--- src/rtl/game_sequencer_pkg.sv ---
// Shared types and constants for the game sequencer slice.
// State encoding, house codes, target count and a hit popcount.
package game_sequencer_pkg;

  localparam int NUM_TARGETS = 25;

  typedef enum logic [2:0] {
    ST_IDLE     = 3'd0,
    ST_READY    = 3'd1,
    ST_PLAY     = 3'd2,
    ST_TIMES_UP = 3'd3,
    ST_LEADER   = 3'd4
  } state_t;

  localparam logic [1:0] HOUSE_G = 2'd0;
  localparam logic [1:0] HOUSE_S = 2'd1;
  localparam logic [1:0] HOUSE_H = 2'd2;
  localparam logic [1:0] HOUSE_R = 2'd3;

  function automatic logic [4:0] hit_count(
    input logic [NUM_TARGETS-1:0] v
  );
    logic [4:0] n;
    n = '0;
    for (int i = 0; i < NUM_TARGETS; i++)
      n = n + 5'(v[i]);
    return n;
  endfunction

endpackage

--- src/rtl/game_sequencer_ir_debounce.sv ---
// One IR receiver channel: 2-flop synchronizer, debounce counter,
// stable level and a registered one-cycle falling-edge (hit) pulse.
module ir_debounce #(
  parameter int DB_CYCLES = 50_000
) (
  input  logic clock,
  input  logic reset,
  input  logic raw_n,
  output logic fall
);

  localparam int CW = $clog2(DB_CYCLES + 1);
  localparam logic [CW-1:0] CNT_MAX = CW'(DB_CYCLES - 1);

  logic          sync0;
  logic          sync1;
  logic          stable;
  logic [CW-1:0] cnt;

  always_ff @(posedge clock or posedge reset) begin
    if (reset) begin
      sync0  <= 1'b1;
      sync1  <= 1'b1;
      stable <= 1'b1;
      cnt    <= '0;
      fall   <= 1'b0;
    end else begin
      sync0 <= raw_n;
      sync1 <= sync0;
      fall  <= 1'b0;
      // Any sample matching the stable level restarts the run.
      if (sync1 == stable) begin
        cnt <= '0;
      end else if (cnt == CNT_MAX) begin
        stable <= sync1;
        cnt    <= '0;
        fall   <= ~sync1;
      end else begin
        cnt <= cnt + CW'(1);
      end
    end
  end

endmodule

--- src/rtl/game_sequencer.sv ---
// Round sequencer: IR front end, phase FSM with a one-second
// prescaler, hit map and score for the VGA display controller.
module game_sequencer
  import game_sequencer_pkg::*;
#(
  parameter int TICK_DIV   = 50_000_000,
  parameter int READY_SECS = 3,
  parameter int GAME_SECS  = 30,
  parameter int SHOW_SECS  = 5,
  parameter int DB_CYCLES  = 50_000
) (
  input  logic                   clock,
  input  logic                   reset,
  input  logic [NUM_TARGETS-1:0] ir_raw_n,
  input  logic [1:0]             house_sel,
  input  logic                   house_valid,
  output logic [NUM_TARGETS-1:0] ir_in,
  output logic                   G,
  output logic                   S,
  output logic                   H,
  output logic                   R,
  output logic                   get_ready,
  output logic                   times_up,
  output logic                   leaderboard,
  output logic [4:0]             score,
  output logic [6:0]             secs_left
);

  localparam int PW = (TICK_DIV > 1) ? $clog2(TICK_DIV) : 1;
  localparam logic [PW-1:0] PRESC_MAX = PW'(TICK_DIV - 1);

  state_t                 state;
  state_t                 state_d;
  logic [PW-1:0]          presc;
  logic [6:0]             remain;
  logic [3:0]             house;
  logic [3:0]             house_dec;
  logic                   tick;
  logic                   start;
  logic                   last;
  logic [NUM_TARGETS-1:0] fall;
  logic [NUM_TARGETS-1:0] new_hits;

  for (genvar i = 0; i < NUM_TARGETS; i++) begin : g_db
    ir_debounce #(
      .DB_CYCLES(DB_CYCLES)
    ) u_db (
      .clock(clock),
      .reset(reset),
      .raw_n(ir_raw_n[i]),
      .fall (fall[i])
    );
  end

  assign tick  = (presc == PRESC_MAX);
  assign last  = tick && (remain == 7'd1);
  assign start = house_valid &&
                 (state == ST_IDLE || state == ST_LEADER);
  assign new_hits = (state == ST_PLAY) ? (fall & ~ir_in) : '0;

  assign {R, H, S, G} = house;
  assign secs_left = (state == ST_PLAY) ? remain : '0;

  always_comb begin
    house_dec = 4'b0000;
    unique case (house_sel)
      HOUSE_G: house_dec = 4'b0001;
      HOUSE_S: house_dec = 4'b0010;
      HOUSE_H: house_dec = 4'b0100;
      HOUSE_R: house_dec = 4'b1000;
    endcase
  end

  always_comb begin
    state_d = state;
    case (state)
      ST_IDLE,
      ST_LEADER:   if (start) state_d = ST_READY;
      ST_READY:    if (last)  state_d = ST_PLAY;
      ST_PLAY:     if (last)  state_d = ST_TIMES_UP;
      ST_TIMES_UP: if (last)  state_d = ST_LEADER;
      default:                state_d = ST_IDLE;
    endcase
  end

  always_ff @(posedge clock or posedge reset) begin
    if (reset) begin
      state       <= ST_IDLE;
      presc       <= '0;
      remain      <= '0;
      house       <= '0;
      ir_in       <= '0;
      score       <= '0;
      get_ready   <= 1'b0;
      times_up    <= 1'b0;
      leaderboard <= 1'b0;
    end else begin
      state       <= state_d;
      get_ready   <= (state_d == ST_READY);
      times_up    <= (state_d == ST_TIMES_UP);
      leaderboard <= (state_d == ST_LEADER);
      // Every phase is timed from a fresh prescaler at its entry edge.
      if (state_d != state) begin
        presc <= '0;
        case (state_d)
          ST_READY:    remain <= 7'(READY_SECS);
          ST_PLAY:     remain <= 7'(GAME_SECS);
          ST_TIMES_UP: remain <= 7'(SHOW_SECS);
          default:     remain <= '0;
        endcase
      end else begin
        presc <= tick ? '0 : presc + PW'(1);
        if (tick && remain != '0)
          remain <= remain - 7'd1;
      end
      if (start) begin
        house <= house_dec;
        ir_in <= '0;
        score <= '0;
      end else begin
        ir_in <= ir_in | new_hits;
        score <= score + hit_count(new_hits);
      end
    end
  end

endmodule

--- config.mk ---
export PLATFORM = sky130hd
export DESIGN_NAME = game_sequencer
export DESIGN_NICKNAME = d
export VERILOG_FILES = /design/src/rtl/game_sequencer_pkg.sv /design/src/rtl/game_sequencer_ir_debounce.sv /design/src/rtl/game_sequencer.sv
export SDC_FILE = /design/constraint.sdc
export NUM_CORES = 1
export LEC_CHECK = 0
export ABC_AREA = 0
export CAP_MARGIN = 10
export CORE_MARGIN = 10
export CORE_UTILIZATION = 45
export CTS_CLUSTER_DIAMETER = 120
export CTS_CLUSTER_SIZE = 14
export DETAILED_ROUTE_END_ITERATION = 10
export SYNTH_ARGS = -nofsm -noshare
export SYNTH_HDL_FRONTEND = slang
export SYNTH_SLANG_ARGS = --single-unit
--- constraint.sdc ---
create_clock -name clock -period 60.1 [get_ports clock]
set_input_delay 12.02 -clock clock [delete_from_list [all_inputs] [get_ports clock]]
set_output_delay 12.02 -clock clock [all_outputs]
set_load 0.02 [all_outputs]
# Word-level counts from Yosys, hierarchy flattened
# Index checks and enable logic that the tools add are counted.
op_classes:
  add_sub_neg: 52
  multipliers: 0
  div: 0
  magnitude_cmp: 0
  n_eq_ne: 64
  n_shift: 0
  mux: 115
  n_bitwise: 53
  reduce_logical: 34
op_table:
  columns: ["op", "n"]
  rows:
  - ["2-to-1 mux 16 bit", 50]
  - ["adder 16 x 1 -> 16 bit (second input constant)", 25]
  - ["== test 16 bit (second input constant)", 25]
  - ["adder 5 x 1 -> 5 bit", 20]
  - ["2-to-1 mux 26 bit", 2]
  - ["2-to-1 mux 1 bit", 50]
  - ["2-to-1 mux 25 bit", 2]
  - ["NOT 1 bit", 50]
  - ["AND reduction 2 bit", 25]
  - ["adder 26 x 1 -> 26 bit (second input constant)", 1]
  - ["== test 26 bit (second input constant)", 1]
  - ["bitwise AND 25 bit", 1]
  - ["== test 1 bit", 25]
  - ["NOT 25 bit", 1]
  - ["OR 25 bit", 1]
  - ["2-to-1 mux 7 bit", 3]
  - ["one-hot mux 4 bit (4 select lines)", 1]
  - ["one-hot mux 5 bit (3 select lines)", 1]
  - ["== test 3 x 2 -> 1 bit (second input constant)", 4]
  - ["2-to-1 mux 3 bit", 4]
  - ["one-hot mux 3 bit (4 select lines)", 1]
  - ["== test 7 x 1 -> 1 bit (second input constant)", 1]
  - ["nonzero test 7 bit", 1]
  - ["subtractor 7 x 1 -> 7 bit (second input constant)", 1]
  - ["other kinds (17)", 22]
totals:
  regBits: 573
  latchBits: 0
  ram_bits: 0
  rom_bits: 0
  in_bits: 30
  elab_cells: 452
  memories: 0

# Logic depth before layout (Yosys ltp)
# Gate-level depths: netlist of run 1.
depth:
  ltp_word: 29
  ltp_mapped: 21

# By module
# From an unflattened synthesis of run 1, not the netlist that was laid out.
unflattened:
  cells_unflattened: 2787
  area_unflattened_um2: 30777.0
by_module_without_submodules:
  columns: ["mod", "n_inst", "cells_per_inst", "area_per_inst_um2", "seq_area_each_um2"]
  rows:
  - ["ir_debounce at g_db[0].u_db ...", 24, 94, 1067.3, 504.2]
  - ["game_sequencer", 1, 443, 4235.3, 1826.8]
  - ["ir_debounce at g_db[9].u_db", 1, 88, 927.1, 504.2]

# Least setup slack after synthesis of run 1
# Ideal clock, no wire load.
synth_timing:
  kind: "register -> output"
  start: "reg state[2]"
  end: "out secs_left[2]"
  t_arrival_ns: 1.570
  t_required_ns: 48.080
  path_slack_ns: 46.510
  path_stages_with_launch: 6
  path_cell_list: "dfrtp_1 -> inv_1 -> nand2_1 -> nor2_1 -> clkbuf_1 -> and2_1"
synth_via:
  elab_chain_len: 2
synth_rtl:
  columns: ["element", "line", "rtl"]
  rows:
  - ["start: declaration", "game_sequencer.sv:32", "state_t state;"]
  - ["start signal: assignment", "game_sequencer.sv:98", "state <= state_d;"]
  - ["== test 3 x 2 -> 1 bit", "game_sequencer.sv:62", "assign secs_left = (state == ST_PLAY) ? remain : '0;"]
  - ["2-to-1 mux 7 bit", "game_sequencer.sv:62", null]
  - ["end: declaration", "game_sequencer.sv:26", "output logic [6:0] secs_left"]
# No other way between the ends.

# Worst setup path in the final report of run 1
layout_timing:
  start: "reg state[2]"
  end: "out secs_left[3]"
# Same word-level chain as after synthesis.

==> results.py, run 1 <==
metrics = {
    "pwr": {
        "p_total_mw": 0.729,
        "clkPwrFrac_pct": 38.5,
        "p_leak_nw": 12.6,
        "ir_drop_v": 0.0000207,
        "p_comb_share_pct": 5.5,
        "p_sw_share_pct": 23.5,
        "power.switching_mw": 0.171,
        "seq_power_share_pct": 55.9,
        "p_per_area_mw_per_mm2": 25.0,
        "p_int_mw": 0.558,
    },
    "sta": {
        "worst_pin_slew_ns": 0.981,
        "tns_ns": 0,
        "rsz0062_at_grt": "no",
        "fin_crit_sh_pct": 24.0,
        "drv_slew": 0,
        "hold_violations": 0,
        "slew_headroom_pct": 34.6,
        "max_freq_mhz": 69.2,
        "clock_skew_ns": 0.0179,
        "fin_crit_ns": 14.45,
        "setup_viol": 0,
    },
    "outcome": {
        "status": "finished, final reports clean",
    },
    "critical_path": {
        "critPathMaxFanout": 11,
        "cp-startpoint": "state[2]$_DFF_PP0_",
        "r2r_setup_slack_ns": 53.56,
        "crit_path_max_incr_delay_ns": 0.62,
        "arrival_ns": 2.43,
        "crit_chain": "inv_1 > nand2_1 > nor2_4 > and2_1 > clkdlybuf4s50_1",
        "critPathKind": "flop to output port",
        "regToRegEndpoint": "score[4]$_DFF_PP0_",
        "required_ns": 48.08,
        "rr_startpoint": "state[2]$_DFF_PP0_",
        "critPathLaunchType": "flop",
        "cp_num_buf_inv": 2,
        "end_kind": "output port",
        "cp_slowest_cell": "clkdlybuf4s50_1",
        "crit_family": "buffers and inverters",
        "worstRegToRegCells": 20,
    },
    "run": {
        "max_cap_violations": 0,
    },
    "drt": {
        "initialDrtViolationCount": 912,
        "firstDrtPassIters": 7,
        "vias": 17400,
        "antenna_left": 0,
        "drc": 0,
        "routed_wl_mm": 49.9,
        "vias_per_cell": 5.09,
        "post_drt_wl_per_cell_um": 14.6,
    },
    "hold_path": {
        "hold_path_class": "flop to flop",
        "hold_depth": 0,
        "hold_start": "g_db[3].u_db.sync0$_DFF_PP1_",
        "min_to": "g_db[3].u_db.sync1$_DFF_PP1_",
    },
    "clock_network": {
        "cts_sinks": 573,
        "cts_resized": 0,
        "cts.htree.levels": 2,
        "clockBufferDepth": 3,
        "cts_root_buf": "clkbuf_16",
        "hold_buffers": 0,
        "clkTransAtPathRegs_ns": 0.07,
        "cts_buffers": 46,
        "post-cts-setup-buffers": 0,
        "tritoncts": "built",
        "insertion_delay_ns": 0.59,
    },
    "yosys": {
        "synthMostInstantiatedCell": "nor2_1",
        "synth_fp_nets": 2668,
        "synth-seq-area-share_pct": 54.6,
        "yosysWarnings": 0,
        "synth_area_sq_mm": 0.0264,
        "syn_area_per_cell_sq_um": 10.2,
        "synth-seq-cells": 573,
        "syn_inst": 2579,
        "synth_edf_count": 0,
        "synthFlopType": "dfrtp_1",
        "ys_types": 60,
        "synth_top_cells_by_area": "dfrtp_1 47%, xnor2_1 9.2%, nor2_1 8.3%",
        "yosysTopAreaCell": "dfrtp_1",
        "synth_top_area_share_pct": 47.2,
        "netlist_top_cells_count": "587 x nor2_1, 498 x dfrtp_1, 278 x xnor2_1",
        "synthArstFlopShare_pct": 100,
    },
    "place": {
        "place_congestion": 0.823,
        "post_dp_cell_area_sq_mm": 0.0279,
        "post-dp-hpwl_mm": 33.8,
        "port_buffers": 73,
    },
    "global_route": {
        "grt_pass1_vias": 17500,
        "grt_use_total_pct": 14.4,
        "grt_max_degree": 158,
        "grt_overflow": 0,
        "antenna_found_initial": 2,
        "grt_pass1_wl_mm": 85.9,
    },
    "final_layout": {
        "nets": 2712,
        "drive_above_1_share_pct": 6.77,
        "final_area_sq_mm": 0.0292,
        "areaGrowthSynthToFinish_pct": 10.4,
        "insertedDiodeCount": 0,
    },
    "die": {
        "coreArea_sq_mm": 0.0579,
        "core.rowCount": 88,
        "top_level_ports": 74,
        "dieArea_sq_mm": 0.0688,
        "die_h_um": 262,
        "initial_utilization_pct": 45.6,
        "die_w_um": 262,
    },
}
==> layer usage <==
metal	vias to the layer above	GRT usage [%]	routed length (um)
li1	8617	-	-
met3	61	2.93	2060
met1	8523	20.4	24800
met2	230	22.5	22300
met5	-	0	0
met4	0	3.16	748
==> registers in the layout, summed over array words and instances (netlist names), 3 cells and up <==
name / cells
g_db.u_db.sync1: 25
remain: 7
g_db.u_db.fall: 25
g_db.u_db.cnt: 400
g_db.u_db.stable: 25
state: 3
g_db.u_db.sync0: 25
ir_in: 25
presc: 26
house: 4
score: 5
==> worst reg2reg max path, delay by kind of cell, from the launching register on <==
family	cells	cell delay, ns
adder cells (fa/ha/maj)	8	3.72
AO/OA/AOI/OAI	2	0.37
XOR/XNOR	1	0.18
buffers and inverters	5	0.87
flip-flops	1	0.41
AND/OR/NAND/NOR	4	0.83
==> final cells by class <==
| class | instances | area, sq um |
|---|---|---|
| sequential | 573 | 14400 |
| clock inverter | 3 | 33.8 |
| tap | 765 | 957 |
| fill | 5254 | 28700 |
| clock buffer | 80 | 1280 |
| inverter | 74 | 285 |
| multi-input combinational | 1849 | 11400 |
| timing repair buffer | 79 | 788 |
==> power groups by stage <==
stage / clock network [mW] / logic [mW] / registers (mW)
6_report: 0.281 / 0.0403 / 0.408
5_1_grt: 0.310 / 0.0467 / 0.409
4_1_cts: 0.295 / 0.0415 / 0.408
3_5_place_dp: 0 / 0.0413 / 0.415
3_3_place_gp: 0 / 0.0406 / 0.414
2_1_floorplan: 0 / 0.0243 / 0.415
==> cells by family (layout without fill, tap and decap cells) <==
logic type      count (synthesis)  after routing  share of synthesized area (%)
compound gates                 57             57                           1.43
xor+xnor                      407            407                           13.5
fa+ha+maj                      59             59                           3.33
buf+inv                       157            236                           2.31
flops                         573            573                           54.6
mux                            27             27                           1.16
simple gates                 1299           1299                           23.7
==> worst max-delay path by stage <==
stage	to	slack (ns)	depth (start not counted)
after CTS	g_db[10].u_db.cnt[1]$_DFF_PP0_	45.57	4
after global placement	g_db[16].u_db.fall$_DFF_PP0_	44.98	4
after global routing	g_db[14].u_db.cnt[4]$_DFF_PP0_	45.25	4
after detailed placement	ir_in[21]$_DFF_PP0_	44.91	4
final	secs_left[3]	45.65	5
after floorplan	g_db[0].u_db.cnt[0]$_DFF_PP0_	32.17	1
==> cells in the final DEF, fill, tap and decap left out, drive strengths merged, types with 3 or more instances in the layout <==
cell type | Yosys | final
a21o | 3 | 3
a21oi | 30 | 30
and2 | 10 | 10
and3 | 106 | 106
and4 | 27 | 27
buf | 6 | 6
clkbuf | 77 | 80
clkdlybuf4s50 | 0 | 73
dfrtp | 498 | 498
dfstp | 75 | 75
fa | 19 | 19
ha | 40 | 40
inv | 74 | 76
mux2 | 26 | 26
nand2 | 160 | 160
nand3 | 141 | 141
nand3b | 17 | 17
nand4 | 83 | 83
nor2 | 587 | 587
nor2b | 3 | 3
nor3 | 88 | 88
nor3b | 26 | 26
nor4 | 12 | 12
nor4b | 28 | 28
o21ai | 5 | 5
or2 | 5 | 5
xnor2 | 278 | 278
xor2 | 129 | 129
==> stage by stage <==
stage               instances  hold WS, ns  setup WS, ns  utilization [%]
floorplan                2579        0.345         32.17                -
global placement         3340        0.347         44.98             48.1
detailed placement       3340        0.347         44.91             48.1
CTS                      3423        0.356         45.57             50.4
global route             3423        0.360         45.25             50.4
finish                   3423        0.355         45.65             50.4
Power figures use the tool's default switching activity.
==> inputs of run 2 (changes only) <==
==> constraint.sdc (replaced) <==
create_clock -name clock -period 14.9 [get_ports clock]
set_input_delay 2.98 -clock clock [delete_from_list [all_inputs] [get_ports clock]]
set_output_delay 2.98 -clock clock [all_outputs]
set_load 0.02 [all_outputs]
==> run 2 against run 1 <==
Net effect:
- utilization is 0.10 points higher
- combinational power grew to 4.2 times the previous value
- sequential share of layout area is 0.10 points lower
- power grew to 4.1 times the previous value
- clock power grew to 4.1 times the previous value
- design area is 0.20% higher
==> results.py, run 2 (synthesized netlist as in run 1, its figures left out) <==
metrics = {
    "final_layout": {
        "nets": 2715,
        "final.fill_count": 5292,
        "seqCellArea_sq_mm": 0.0144,
        "multi_input_area_sq_mm": 0.0114,
        "areaGrowthSynthToFinish_pct": 10.6,
        "mostFrequentLayoutCells": "586 x nor2_1, 498 x dfrtp_1, 278 x xnor2_1",
        "largest_registers": "g_db.u_db.cnt: 400 flops, presc: 26 flops",
        "largest_reg_flops": 400,
        "regMostFlops": "g_db.u_db.cnt",
        "insertedDiodeCount": 0,
        "drive_above_1_share_pct": 6.87,
        "final_common_cell": "nor2_1",
    },
    "die": {
        "initial_utilization_pct": 45.6,
        "core.rowCount": 88,
        "top_level_ports": 74,
        "die_h_um": 262,
        "dieArea_sq_mm": 0.0688,
        "die_w_um": 262,
        "coreArea_sq_mm": 0.0579,
    },
    "clock_network": {
        "cts_resized": 0,
        "hold_buffers": 0,
        "clkTransAtPathRegs_ns": 0.07,
        "clockBufferDepth": 3,
        "cts.htree.levels": 2,
        "cts_buffers": 46,
        "tritoncts": "built",
        "insertion_delay_ns": 0.58,
        "cts_sinks": 573,
        "post-cts-setup-buffers": 0,
        "cts_root_buf": "clkbuf_16",
    },
    "place": {
        "post-dp-hpwl_mm": 34.0,
        "pre_cts_ws_ns": 8.32,
        "place_congestion": 0.853,
        "port_buffers": 73,
    },
    "sta": {
        "fin_crit_sh_pct": 40.9,
        "hold_violations": 0,
        "tns_ns": 0,
        "max_freq_mhz": 164,
        "rsz0062_at_grt": "no",
        "setup_viol": 0,
        "setup_ws_ns": 8.81,
        "slew_headroom_pct": 32.9,
        "clock_skew_ns": 0.00976,
        "worst_pin_slew_ns": 1.01,
        "fin_crit_ns": 6.09,
        "drv_slew": 0,
    },
    "global_route": {
        "grt_pass1_wl_mm": 86.0,
        "grt_use_total_pct": 14.5,
        "grt_pass1_vias": 17600,
        "grt_max_degree": 82,
        "grt_overflow": 0,
        "antenna_found_initial": 0,
    },
    "pwr": {
        "p_comb_share_pct": 5.6,
        "p_per_area_mw_per_mm2": 102,
        "p_int_mw": 2.28,
        "ir_drop_v": 0.0000803,
        "p_leak_nw": 12.6,
        "p_total_mw": 2.97,
        "clkPwrFrac_pct": 39.0,
        "p_sw_share_pct": 23.3,
        "seq_power_share_pct": 55.3,
        "power.switching_mw": 0.693,
    },
    "critical_path": {
        "arrival_ns": 6.54,
        "crit_chain": "inv_1 > nand2_1 > nor2_4 > buf_4 > nand3b_1 > fa_1 > inv_1 > fa_1 > inv_1 > fa_1 > fa_1 > fa_1 > fa_1 > inv_1 > ha_1 > fa_1 > a21o_1 > a21oi_1 > xnor2_1 > nor2_1",
        "required_ns": 15.34,
        "worstRegToRegCells": 20,
        "critPathLaunchType": "flop",
        "crit_path_max_incr_delay_ns": 0.54,
        "critPathKind": "flop to flop",
        "r2r_setup_slack_ns": 8.81,
        "crit_top_cell": "fa_1",
        "cp_slowest_cell": "fa_1",
        "end_kind": "flop",
        "critPathMaxFanout": 51,
    },
    "drt": {
        "antenna_left": 0,
        "vias": 17300,
        "post_drt_wl_per_cell_um": 14.5,
        "initialDrtViolationCount": 872,
        "firstDrtPassIters": 5,
        "drc": 0,
        "routed_wl_mm": 49.7,
        "vias_per_cell": 5.05,
    },
    "hold_path": {
        "hold_depth": 0,
        "hold_path_class": "flop to flop",
    },
    "run": {
        "max_cap_violations": 0,
    },
    "outcome": {
        "status": "finished, final reports clean",
    },
}
==> run 2: metrics by stage <==
stage / instances / cell area (sq um) / hold slack [ns] / utilization (%)
6_report: 3429 / 29200 / 0.349 / 50.5
5_1_grt: 3429 / 29200 / 0.355 / 50.5
4_1_cts: 3429 / 29200 / 0.350 / 50.5
3_5_place_dp: 3343 / 27900 / 0.347 / 48.1
3_3_place_gp: 3343 / 27900 / 0.345 / 48.1
2_1_floorplan: 2579 / 26400 / 0.345 / -
==> run 2: per-layer routing <==
metal  global-route usage, %  up-vias  routed length, um
met5                       0        -                  0
met3                    4.01       71               2930
met1                    19.7     8420              23900
met2                    22.1      215              21700
li1                        -     8625                  -
met4                    4.43        0               1100
==> run 2: power groups by stage <==
| stage | registers, mW | logic (mW) | clock network, mW |
|---|---|---|---|
| floorplan | 1.68 | 0.0983 | 0 |
| global placement | 1.67 | 0.168 | 0 |
| detailed placement | 1.67 | 0.171 | 0 |
| CTS | 1.65 | 0.173 | 1.21 |
| global route | 1.65 | 0.194 | 1.28 |
| finish | 1.65 | 0.168 | 1.16 |
==> run 2: worst paths after layout <==
kind,startpoint,endpoint
min in group asynchronous,reset,g_db[1].u_db.cnt[8]$_DFF_PP0_
max,state[2]$_DFF_PP0_,score[4]$_DFF_PP0_
min,g_db[10].u_db.sync0$_DFF_PP1_,g_db[10].u_db.sync1$_DFF_PP1_
max reg2reg,state[2]$_DFF_PP0_,score[4]$_DFF_PP0_
max in group asynchronous,reset,g_db[4].u_db.cnt[5]$_DFF_PP0_
min reg2reg,g_db[10].u_db.sync0$_DFF_PP1_,g_db[10].u_db.sync1$_DFF_PP1_
==> run 2: area by class of cell <==
cell class / count / area share (%)
inverter: 74 / 0.963
timing repair buffer: 82 / 2.73
sequential: 573 / 49.4
tap: 765 / 3.28
multi-input combinational: 1849 / 39.0
clock buffer: 86 / 4.67
==> run 2: worst max-delay path, delay by kind of cell (launching register included) <==
family	cells	cell delay, ns
AOI/OAI and AO/OA	2	0.36
xor gates and xnor gates	1	0.13
adders and majority gates	8	3.61
buffers and inverters	5	0.78
DFF	1	0.40
and+or+nand+nor	4	0.63
